**config.mk**
```make
export PLATFORM = sky130hd
export DESIGN_NAME = sprite_line_evaluator
export DESIGN_NICKNAME = d
export VERILOG_FILES = /design/src/rtl/sprite_line_evaluator.sv
export SDC_FILE = /design/constraint.sdc
export NUM_CORES = 1
export LEC_CHECK = 0
export BUFFER_PORTS_ARGS = -buffer_cell sky130_fd_sc_hd__buf_2
export CORE_ASPECT_RATIO = 2
export CORE_MARGIN = 3
export CORE_UTILIZATION = 35
export DETAILED_ROUTE_END_ITERATION = 12
export SLEW_MARGIN = 0
export SYNTH_ARGS = -nofsm -noshare
export SYNTH_HDL_FRONTEND = slang
export SYNTH_SLANG_ARGS = --single-unit
```
**constraint.sdc**
```tcl
create_clock -name clk -period 11.4 [get_ports clk]
set_clock_uncertainty 0.05 [all_clocks]
set_input_delay 3.42 -clock clk [delete_from_list [all_inputs] [get_ports clk]]
set_output_delay 3.42 -clock clk [all_outputs]
set_load 0.01 [all_outputs]
```
**src/rtl/sprite_line_evaluator.sv**
```systemverilog
`default_nettype none
// ============================================================================
// Module  : sprite_line_evaluator
// Brief   : Scans OAM once per line for the next line's sprites and publishes
//           the hits through a double-buffered secondary OAM.
// Revision: 1.0
// ============================================================================
module sprite_line_evaluator #(
    parameter int NUM_ENTRIES = 64,
    parameter int MAX_SPRITES = 8,
    parameter int SPRITE_H    = 16,
    parameter int V_TOTAL     = 525,
    parameter int H_TOTAL     = 800,
    parameter int EVAL_START  = 0
) (
    input  logic                               clk,
    input  logic                               reset,
    input  logic                               enable,
    input  logic [9:0]                         hcount,
    input  logic [9:0]                         vcount,
    output logic [$clog2(NUM_ENTRIES)-1:0]     oam_addr,
    input  logic [31:0]                        oam_rd_data,
    input  logic [$clog2(MAX_SPRITES)-1:0]     sec_rd_addr,
    output logic [35:0]                        sec_rd_data,
    output logic [$clog2(MAX_SPRITES+1)-1:0]   sec_count,
    output logic                               overflow,
    output logic                               eval_busy
);

    localparam int AW = $clog2(NUM_ENTRIES);
    localparam int SW = $clog2(MAX_SPRITES);
    localparam int CW = $clog2(MAX_SPRITES + 1);

    localparam logic [1:0] c_idle  = 2'd0;
    localparam logic [1:0] c_scan  = 2'd1;
    localparam logic [1:0] c_drain = 2'd2;

    localparam logic [9:0]    c_h_last     = 10'(H_TOTAL - 1);
    localparam logic [9:0]    c_v_last     = 10'(V_TOTAL - 1);
    localparam logic [9:0]    c_eval_start = 10'(EVAL_START);
    localparam logic [9:0]    c_sprite_h   = 10'(SPRITE_H);
    localparam logic [9:0]    c_sprite_hm1 = 10'(SPRITE_H - 1);
    localparam logic [AW-1:0] c_last_addr  = AW'(NUM_ENTRIES - 1);
    localparam logic [CW-1:0] c_max        = CW'(MAX_SPRITES);

    logic [1:0]    r_state;
    logic [9:0]    r_tl;
    logic          r_wbank;
    logic [CW-1:0] r_cnt  [2];
    logic [35:0]   r_bank [2][MAX_SPRITES];

    logic [9:0]    w_tl;
    logic [9:0]    w_y;
    logic [9:0]    w_d;
    logic [3:0]    w_row;
    logic          w_chk;
    logic          w_hit;
    logic          w_swap;
    logic          w_wb_next;
    logic          w_at_start;
    logic [CW-1:0] w_cur_cnt;
    logic          w_store;
    logic          w_drop;

    assign w_tl = (vcount == c_v_last) ? 10'd0 : vcount + 10'd1;

    // Read data lags the address by one cycle, so the first SCAN cycle has
    // nothing to check and DRAIN checks the final entry.
    assign w_chk = ((r_state == c_scan) && (oam_addr != '0)) || (r_state == c_drain);

    assign w_y   = {1'b0, oam_rd_data[18:10]};
    assign w_d   = r_tl - w_y;
    assign w_hit = w_chk && (r_tl >= w_y) && (w_d < c_sprite_h);
    assign w_row = oam_rd_data[30] ? 4'(c_sprite_hm1 - w_d) : w_d[3:0];

    assign w_swap     = (hcount == c_h_last);
    assign w_wb_next  = w_swap ? ~r_wbank : r_wbank;
    assign w_at_start = (hcount == c_eval_start) && ((r_state == c_idle) || w_swap);

    // A swap aborts any scan in flight, so no entry is recorded on that cycle.
    assign w_cur_cnt = r_cnt[r_wbank];
    assign w_store   = w_hit && !w_swap && (w_cur_cnt < c_max);
    assign w_drop    = w_hit && !w_swap && (w_cur_cnt == c_max);

    always_ff @(posedge clk) begin
        if (reset) begin
            r_state   <= c_idle;
            r_tl      <= '0;
            r_wbank   <= 1'b0;
            r_cnt[0]  <= '0;
            r_cnt[1]  <= '0;
            oam_addr  <= '0;
            sec_count <= '0;
            overflow  <= 1'b0;
            eval_busy <= 1'b0;
        end else begin
            if (w_swap) begin
                r_wbank   <= ~r_wbank;
                sec_count <= r_cnt[r_wbank];
            end

            if (w_at_start) begin
                r_cnt[w_wb_next] <= '0;
                if (enable) begin
                    r_state   <= c_scan;
                    r_tl      <= w_tl;
                    oam_addr  <= '0;
                    eval_busy <= 1'b1;
                end else begin
                    r_state   <= c_idle;
                    eval_busy <= 1'b0;
                end
            end else if (w_swap) begin
                r_state   <= c_idle;
                oam_addr  <= '0;
                eval_busy <= 1'b0;
            end else begin
                case (r_state)
                    c_scan: begin
                        oam_addr <= oam_addr + AW'(1);
                        if (oam_addr == c_last_addr) begin
                            r_state <= c_drain;
                        end
                    end
                    c_drain: begin
                        r_state   <= c_idle;
                        eval_busy <= 1'b0;
                    end
                    default: r_state <= c_idle;
                endcase
            end

            if (w_store) begin
                r_cnt[r_wbank] <= w_cur_cnt + CW'(1);
            end

            if ((vcount == 10'd0) && (hcount == c_eval_start)) begin
                overflow <= 1'b0;
            end
            if (w_drop) begin
                overflow <= 1'b1;
            end
        end
    end

    always_ff @(posedge clk) begin
        if (!reset && w_store) begin
            r_bank[r_wbank][w_cur_cnt[SW-1:0]] <= {w_row, oam_rd_data};
        end
    end

    always_ff @(posedge clk) begin
        if (reset) begin
            sec_rd_data <= '0;
        end else begin
            sec_rd_data <= r_bank[~r_wbank][sec_rd_addr];
        end
    end

endmodule
`default_nettype wire

```
==> impl_metrics.yaml, run 1 <==
setup_path:
  crit_arrival_ns: 7.64
  crit_path_end_kind: "flop"
  cp.depth: 11
  crit_chain: "buf_2 > inv_1 > ha_1 > o21ai_1 > nand2b_1 > a21oi_1 > a211oi_1 > a311oi_1 > nand3_2 > nor4_4 > buf_4"
  rrSetupSlack_ns: 6.69
  cp_top_family: "simple AND/OR/NAND/NOR gates"
  reg2reg_depth: 10
  critPathBufInv: 3
  start_kind: "primary input"
  critical_path_class: "in -> reg"
  crit_path_max_incr_delay_ns: 1.06
  critPathSlowestCell: "nor4_4"
  worstPathRequired_ns: 11.58
  crit_path_max_fanout: 27
cells_and_area:
  fillers: 6058
  final_cell_mix: "584 x edfxtp_1, 180 x mux4_2, 102 x buf_2"
  stdcell_count: 2244
  syn2layout_area_growth_pct: 14.6
  final_common_cell: "edfxtp_1"
  regArea_um2: 18800
  final_nets: 1368
  drive_gt1_frac: 0.322
  n_antenna_cell: 0
  final_core_util: 0.407
  multi_input_area_um2: 5940
logic_synthesis:
  synth_edf_count: 584
  synth_area_leaders: "edfxtp_1 70%, mux4_2 16%, dfxtp_1 4.9%, nor2b_1 1.0%, ha_1 0.75%"
  synth_fp_nets: 1234
  syn_area_um2: 24900
  ys_ff_latch: 645
  async_flop_share: 0
  synthFlopType: "edfxtp_1"
  synth.top_cell.area_share: 0.705
  postSynthCellCount: 1160
  synth_area_per_cell_um2: 21.5
  yosysTopAreaCell: "edfxtp_1"
  ys_types: 50
  ys_seq_area_frac: 0.754
  yosysWarnings: 0
placement:
  place.gp.congestion: 0.801
  port_buffers: 105
  dp_slack_ns: 3.34
  hpwlAfterDp_um: 32300
  placedCellCount: 2140
run:
  maxCapViolCount: 0
global_routing:
  track_usage: 0.149
  grt.overflow.total: 0
  busiest_layer: "met2"
  grtUsageMet3: 0.0195
  gr-usage-met2: 0.274
  grt_pass1_vias: 12918
  grt_pass1_wl_um: 84100
  antenna_found_initial: 2
  grt_start_max_net_pins: 95
  grt_use_met1: 0.182
pwr:
  p_total_mw: 4.69
  irDropWorstVdd_v: 0.000117
  leakagePower_nw: 8.95
  power.density_nw_per_um2: 164
drt:
  wirelength_um: 55600
  first_pass_iters: 5
  drcViolationCount: 0
  ant_nets: 0
  wl_per_cell_um: 24.8
  vias: 11787
  routed_via_density: 5.25
  first_iter_violations: 827
clock_network:
  htreeDepth: 2
  cts_tree: "built"
  cts_inserted_buffers: 55
  cts.repair.resized: 0
  cts_hold_buf: 0
  clock_sinks: 645
  cts_setup_buffers: 0
  cts_buffer_depth: 3
  root_buffer: "clkbuf_16"
  insertion_delay_ns: 0.62
  clkTransAtPathRegs_ns: 0.06
timing:
  worst_slack_ns: 3.95
  hold_viol_final: 0
  max_freq_mhz: 134
  grt_setup_unrepaired: "false"
  worst_pin_slew_ns: 1.25
  slew_headroom: 0.159
  tns_ns: 0
  period_share: 0.654
  fin_crit_ns: 7.45
  setup_violations: 0
  drv_slew: 0
floorplanning:
  core_um2: 70100
  io_pins: 106
  die-area_um2: 74500
  die_x_um: 195
  fp.dieH_um: 383
  rows: 137
  start_util: 0.355
worst_hold_path:
  hold_path_class: "reg -> reg"
  whs_path_depth: 2
status:
  status: "completed"
-- state kept, by name, summed over array words and instances, names as in the netlist --
signal and cells:
eval_busy 1, oam_addr 6, overflow 1, r_bank 576, r_cnt 8, r_state 2, r_tl 10, r_wbank 1
sec_count 4, sec_rd_data 36
-- power breakdown --
group	leakage (nW)	switching [mW]	internal, mW
sequential	5.76	0.00289	2.59
combinational	2.30	0.0988	0.0585
clock	0.888	0.873	1.07
-- final timing paths --
check / start / to
min: oam_addr[1] / oam_addr[1]
min reg2reg: oam_addr[1] / oam_addr[1]
max reg2reg: r_tl[0] / r_bank[1][42]
max: oam_rd_data[15] / r_bank[1][42]
-- final cells by class --
class | count | area share
Clock buffer | 58 | 0.0494
Multi-Input combinational cell | 442 | 0.208
Timing Repair Buffer | 134 | 0.0265
Inverter | 16 | 0.00211
Sequential cell | 645 | 0.658
Tap cell | 903 | 0.0396
Clock inverter | 46 | 0.0163
-- kinds of logic (layout without fill, tap and decap cells) --
kind of cell / Yosys count / count (layout) / synth area share
AOI/OAI and AO/OA: 50 / 50 / 0.0134
and+or+nand+nor: 168 / 168 / 0.0389
adders and majority gates: 16 / 16 / 0.00835
buffers and inverters: 73 / 254 / 0.0124
DFF: 645 / 645 / 0.754
xor gates and xnor gates: 21 / 21 / 0.00739
muxes: 187 / 187 / 0.166
-- per-layer routing --
metal  vias to the layer above  wire length (um)  share of wire
met5                         -                21        0.00038
met4                         4              1460          0.026
met3                        87              2200          0.039
met2                       298             30000           0.54
met1                      6333             21900           0.39
li1                       5065                 -              -
-- metrics by stage --
| stage | hold WS (ns) | area, um2 |
|---|---|---|
| after floorplan | 0.427 | 24900 |
| after global placement | 0.419 | 26600 |
| after detailed placement | 0.427 | 26600 |
| after CTS | 0.444 | 28500 |
| after global routing | 0.475 | 28500 |
| final | 0.444 | 28500 |
-- synth_stat cells, types with 4 or more instances --
library cell / n
nor4_1: 13
nor3_1: 9
mux4_2: 180
edfxtp_1: 584
nand2b_1: 6
nand4_1: 7
nor2_1: 31
a22oi_1: 10
nor4_2: 7
o31ai_1: 4
nand3b_1: 4
nand3_1: 10
inv_1: 16
mux2i_1: 6
clkbuf_1: 30
a21oi_1: 16
a211oi_1: 6
nand2_1: 22
buf_1: 8
xor2_1: 7
nor2b_1: 41
or3_1: 4
o21ai_1: 6
buf_2: 16
xnor2_1: 14
ha_1: 15
dfxtp_1: 61
-- tightest hold or removal path, delay by kind of cell, from the launching register on --
family	cells	cell delay, ns
DFF	1	0.34
AOI/OAI and AO/OA	1	0.05
and+or+nand+nor	1	0.06
Note: power is estimated with default switching activity, not from simulation.
==> run 2: changes to the inputs <==
ABC_AREA = 1   (was unset)
clock period = 7.2 ns   (was 11.4 ns; I/O delays follow)
==> impl_metrics.yaml, run 2 <==
logic_synthesis:
  synth_fp_nets: 2029
  synth_most_common_cell: "edfxtp_1"
  synth_area_leaders: "edfxtp_1 69%, o21ai_0 5.5%, nor2_1 5.2%, dfxtp_1 4.8%, o221ai_1 3.7%"
  synthFlopType: "edfxtp_1"
  async_flop_share: 0
  ys_seq_area_frac: 0.738
  postSynthCellCount: 1955
  synth.top_cell.area_share: 0.690
  ys_types: 40
  synth_commonest_cells: "584 x edfxtp_1, 350 x nor2_1, 277 x o21ai_0"
  yosysTopAreaCell: "edfxtp_1"
  syn_area_um2: 25400
  yosysWarnings: 0
  ys_ff_latch: 645
  synth_edf_count: 584
  synth_area_per_cell_um2: 13.0
timing:
  setup_violations: 0
  slew_headroom: 0.216
  worst_slack_ns: 1.96
  period_share: 0.727
  fin_crit_ns: 5.24
  grt_setup_unrepaired: "false"
  drv_slew: 0
  max_freq_mhz: 191
  tns_ns: 0
  hold_viol_final: 0
  worst_pin_slew_ns: 1.18
drt:
  ant_nets: 0
  vias: 16339
  first_pass_iters: 8
  wirelength_um: 67300
  drcViolationCount: 0
  routed_via_density: 5.47
  first_iter_violations: 1394
  wl_per_cell_um: 22.5
pwr:
  intPower_mw: 5.77
  leakagePower_nw: 9.47
  p_total_mw: 7.34
  switching_share: 0.214
  pwr-share-seq: 0.559
  power.density_nw_per_um2: 255
  p_comb_frac: 0.042
  irDropWorstVdd_v: 0.000170
  clockPowerShare: 0.398
  p_switching_mw: 1.57
setup_path:
  crit_top_cell: "nand2_2"
  crit_path_max_fanout: 19
  crit_chain: "buf_2 > ha_1 > fa_1 > inv_1 > nand3_1 > nand2_2 > nand2_2 > nand2_1 > nand2_1 > nand2_1 > nand2_2 > nor2_4 > nand2_2 > nor2_4 > nand4_2 > nor2_4 > buf_4"
  critPathBufInv: 3
  critical_path_class: "in -> reg"
  crit_arrival_ns: 5.47
  cp_top_family: "simple AND/OR/NAND/NOR gates"
  crit_path_end_kind: "flop"
  critPathSlowestCell: "nor2_4"
  worstPathRequired_ns: 7.43
  start_kind: "primary input"
  crit_path_max_incr_delay_ns: 0.62
global_routing:
  grt_pass1_vias: 16779
  antenna_found_initial: 0
  grt.overflow.total: 0
  grt_pass1_wl_um: 102000
  track_usage: 0.174
  grt_start_max_net_pins: 114
cells_and_area:
  drive_gt1_frac: 0.131
  stdcell_count: 2985
  n_antenna_cell: 0
  syn2layout_area_growth_pct: 13.2
  largest_register_ffs: 576
  final_nets: 2097
  final_cell_mix: "584 x edfxtp_1, 334 x nor2_1, 277 x o21ai_0"
  fillers: 6603
  final_common_cell: "edfxtp_1"
  finalInstanceArea_um2: 28800
floorplanning:
  core_um2: 71800
  io_pins: 106
  start_util: 0.354
  die_x_um: 197
  die-area_um2: 76100
  rows: 139
  fp.dieH_um: 387
clock_network:
  cts_buffer_depth: 3
  cts.repair.resized: 0
  clkTransAtPathRegs_ns: 0.07
  cts_tree: "built"
  htreeDepth: 2
  cts_inserted_buffers: 54
  clock_sinks: 645
  cts_setup_buffers: 0
  cts_hold_buf: 0
  root_buffer: "clkbuf_16"
  insertion_delay_ns: 0.62
worst_hold_path:
  hold_path_class: "reg -> reg"
status:
  status: "completed"
placement:
  postPlaceCellArea_um2: 27000
  placedCellCount: 2883
  port_buffers: 105
  place.gp.congestion: 0.842
  hpwlAfterDp_um: 39300
  dp_slack_ns: 1.30
run:
  maxCapViolCount: 0
## run 2: cell count changes in the layout (fill, tap and decap cells not counted), sizes merged, moves of 43 or more
cell / before / now
nor2: 32 / 354
nand3: 11 / 69
nand2: 22 / 99
o21ai: 7 / 295
a21oi: 16 / 59
o221ai: 0 / 108
mux4: 180 / 0
## run 2: final timing paths
path                   start              to  slack (ns)  depth (start not counted)
min                  r_tl[0]         r_tl[0]        0.43                          2
max          oam_rd_data[10]  r_bank[0][144]        1.96                         17
max reg2reg          r_tl[0]  r_bank[0][144]        3.39                         17
min reg2reg          r_tl[0]         r_tl[0]        0.43                          2
## run 2: stage by stage
stage               utilization  hold slack, ns
finish                    0.401           0.430
global route              0.401           0.458
CTS                       0.401           0.428
detailed placement        0.377           0.417
global placement          0.377           0.410
floorplan                     -           0.395
## run 2: worst reg2reg max path, delay by kind of cell, from the launching register on
family        cells  cell delay [ns]
fa+ha+maj         2             0.61
buf+inv           3             0.57
flops             1             0.34
simple gates     12             1.92
## run 2: layout make-up
type / instances / area, um2 / share of cell area
repair buffers: 141 / 863 / 0.0300
flip-flops and latches: 645 / 18800 / 0.652
inverters: 62 / 241 / 0.00839
multi-input cells: 1119 / 6030 / 0.209
clock buffers: 81 / 1520 / 0.0529
well taps: 916 / 1150 / 0.0398
clock inverters: 21 / 228 / 0.00791
## run 2: logic make-up (layout without fill, tap and decap cells)
| logic type | Yosys count | in the layout | share of synthesized area |
|---|---|---|---|
| AOI/OAI and AO/OA | 540 | 540 | 0.129 |
| xor gates and xnor gates | 13 | 13 | 0.00448 |
| adders and majority gates | 16 | 16 | 0.00817 |
| buffers and inverters | 191 | 305 | 0.0298 |
| DFF | 645 | 645 | 0.738 |
| and+or+nand+nor | 550 | 550 | 0.0909 |
## run 2: metal layers
layer / wire length, um / global-route usage
met4: 2370 / 0.0666
met1: 26300 / 0.208
met2: 35600 / 0.318
met3: 3010 / 0.0194
met5: 0 / 0
## run 2: power groups by stage
stage	registers, mW	logic, mW	clock network, mW
4_1_cts	4.10	0.316	2.98
5_1_grt	4.10	0.341	3.12
2_1_floorplan	4.20	0.140	0
3_5_place_dp	4.19	0.314	0
3_3_place_gp	4.19	0.308	0
6_report	4.10	0.311	2.92
==> run 3: changes to the inputs <==
ABC_AREA = 0   (was 1)
clock period = 5.1 ns   (was 7.2 ns; I/O delays follow)
==> impl_metrics.yaml, run 3 (synthesis gave the netlist of run 1 again) <==
timing:
  slew_headroom: 0.171
  grt_setup_unrepaired: "false"
  tns_ns: 0
  setup_violations: 0
  drv_slew: 0
  fin_crit_ns: 4.18
  max_freq_mhz: 239
  period_share: 0.820
  hold_viol_final: 0
  worst_pin_slew_ns: 1.24
cells_and_area:
  final_cell_mix: "584 x edfxtp_1, 180 x mux4_2, 102 x buf_2"
  final_core_util: 0.411
  final_nets: 1381
  fillers: 6038
  final_common_cell: "edfxtp_1"
  syn2layout_area_growth_pct: 15.9
  largest_register_ffs: 576
  drive_gt1_frac: 0.324
setup_path:
  crit_path_end_kind: "flop"
  start_kind: "primary input"
  crit_arrival_ns: 4.40
  crit_path_max_fanout: 27
  critical_path_class: "in -> reg"
  rrSetupSlack_ns: 1.77
  worstPathRequired_ns: 5.32
global_routing:
  grt_pass1_vias: 12688
  track_usage: 0.147
  grt.overflow.total: 0
  grt_pass1_wl_um: 82800
  antenna_found_initial: 2
  grt_start_max_net_pins: 64
clock_network:
  cts.repair.resized: 0
  cts_setup_buffers: 0
  clkTransAtPathRegs_ns: 0.07
  htreeDepth: 2
  cts_tree: "built"
  cts_inserted_buffers: 55
  insertion_delay_ns: 0.59
  clock_sinks: 645
  cts_buffer_depth: 3
  cts_hold_buf: 0
  root_buffer: "clkbuf_16"
pwr:
  leakagePower_nw: 9.12
  pwr-share-seq: 0.553
  p_comb_frac: 0.037
  p_switching_mw: 2.11
  irDropWorstVdd_v: 0.000254
  switching_share: 0.202
  power.density_nw_per_um2: 363
  clockPowerShare: 0.410
  intPower_mw: 8.36
drt:
  ant_nets: 0
  routed_via_density: 5.16
  drcViolationCount: 0
  first_iter_violations: 886
  wl_per_cell_um: 24.3
  first_pass_iters: 5
  wirelength_um: 54800
  vias: 11648
floorplanning:
  fp.dieH_um: 383
  die_x_um: 195
  rows: 137
  start_util: 0.355
  core_um2: 70100
  die-area_um2: 74500
  io_pins: 106
worst_hold_path:
  hold_path_class: "reg -> reg"
placement:
  hpwlAfterDp_um: 36200
  place.gp.congestion: 0.786
  port_buffers: 105
run:
  maxCapViolCount: 0
status:
  status: "completed"
## run 3: cell count changes in the layout (fill, tap and decap cells not counted), sizes merged, moves of 41 or more
cell	previous run	this run
o21ai	295	7
a21oi	59	16
nor2	354	32
o221ai	108	0
nand2	99	22
inv	63	19
nor2b	0	41
nand3	69	11
mux4	0	180
## run 3: final timing paths
kind,endpoint,depth (start not counted),from
max,r_bank[1][178],12,oam_rd_data[13]
min,oam_addr[1],2,oam_addr[1]
max reg2reg,r_bank[1][178],11,r_tl[0]
min reg2reg,oam_addr[1],2,oam_addr[1]
## run 3: cell type report
class	instances	area, um2	area share
clock buffers	74	1540	0.0534
multi-input cells	442	6020	0.209
inverters	16	60.1	0.00208
clock inverters	29	315	0.0109
repair buffers	147	1000	0.0348
well taps	903	1130	0.0392
diodes	1	2.50	0.0000868
flip-flops and latches	645	18800	0.651
## run 3: power groups by stage
| stage | logic (mW) | clock network [mW] | registers (mW) |
|---|---|---|---|
| after floorplan | 0.175 | 0 | 5.92 |
| after global placement | 0.384 | 0 | 5.91 |
| after detailed placement | 0.394 | 0 | 5.91 |
| after CTS | 0.394 | 4.42 | 5.79 |
| after global routing | 0.418 | 4.63 | 5.79 |
| final | 0.385 | 4.30 | 5.79 |
## run 3: per-stage QoR
step / cells / hold WS [ns] / area (um2) / setup slack, ns / total power, mW
final: 2257 / 0.444 / 28800 / 0.916 / 10.5
after global routing: 2257 / 0.445 / 28800 / 0.718 / 10.8
after CTS: 2256 / 0.433 / 28800 / 0.941 / 10.6
after detailed placement: 2153 / 0.414 / 27000 / 0.312 / 6.30
after global placement: 2153 / 0.421 / 27000 / 0.369 / 6.29
after floorplan: 1160 / 0.427 / 25000 / -0.741 / 6.10
## run 3: critical path: stages
cell      delay (ns)
buf_2           0.28
inv_1           0.09
ha_1            0.38
a21o_1          0.21
a21oi_1         0.16
o21ai_1         0.17
mux2i_1         0.16
a311oi_1        0.31
nand3_2         0.14
buf_12          0.21
nor4_4          0.37
buf_4           0.34
## run 3: per-layer routing
metal  track usage  vias to the layer above  routed length [um]
li1              -                     5098                   -
met1         0.191                     6155               22600
met2         0.254                      313               28300
met3        0.0213                       80                2450
met4        0.0484                        2                1530
met5             0                        -                  13
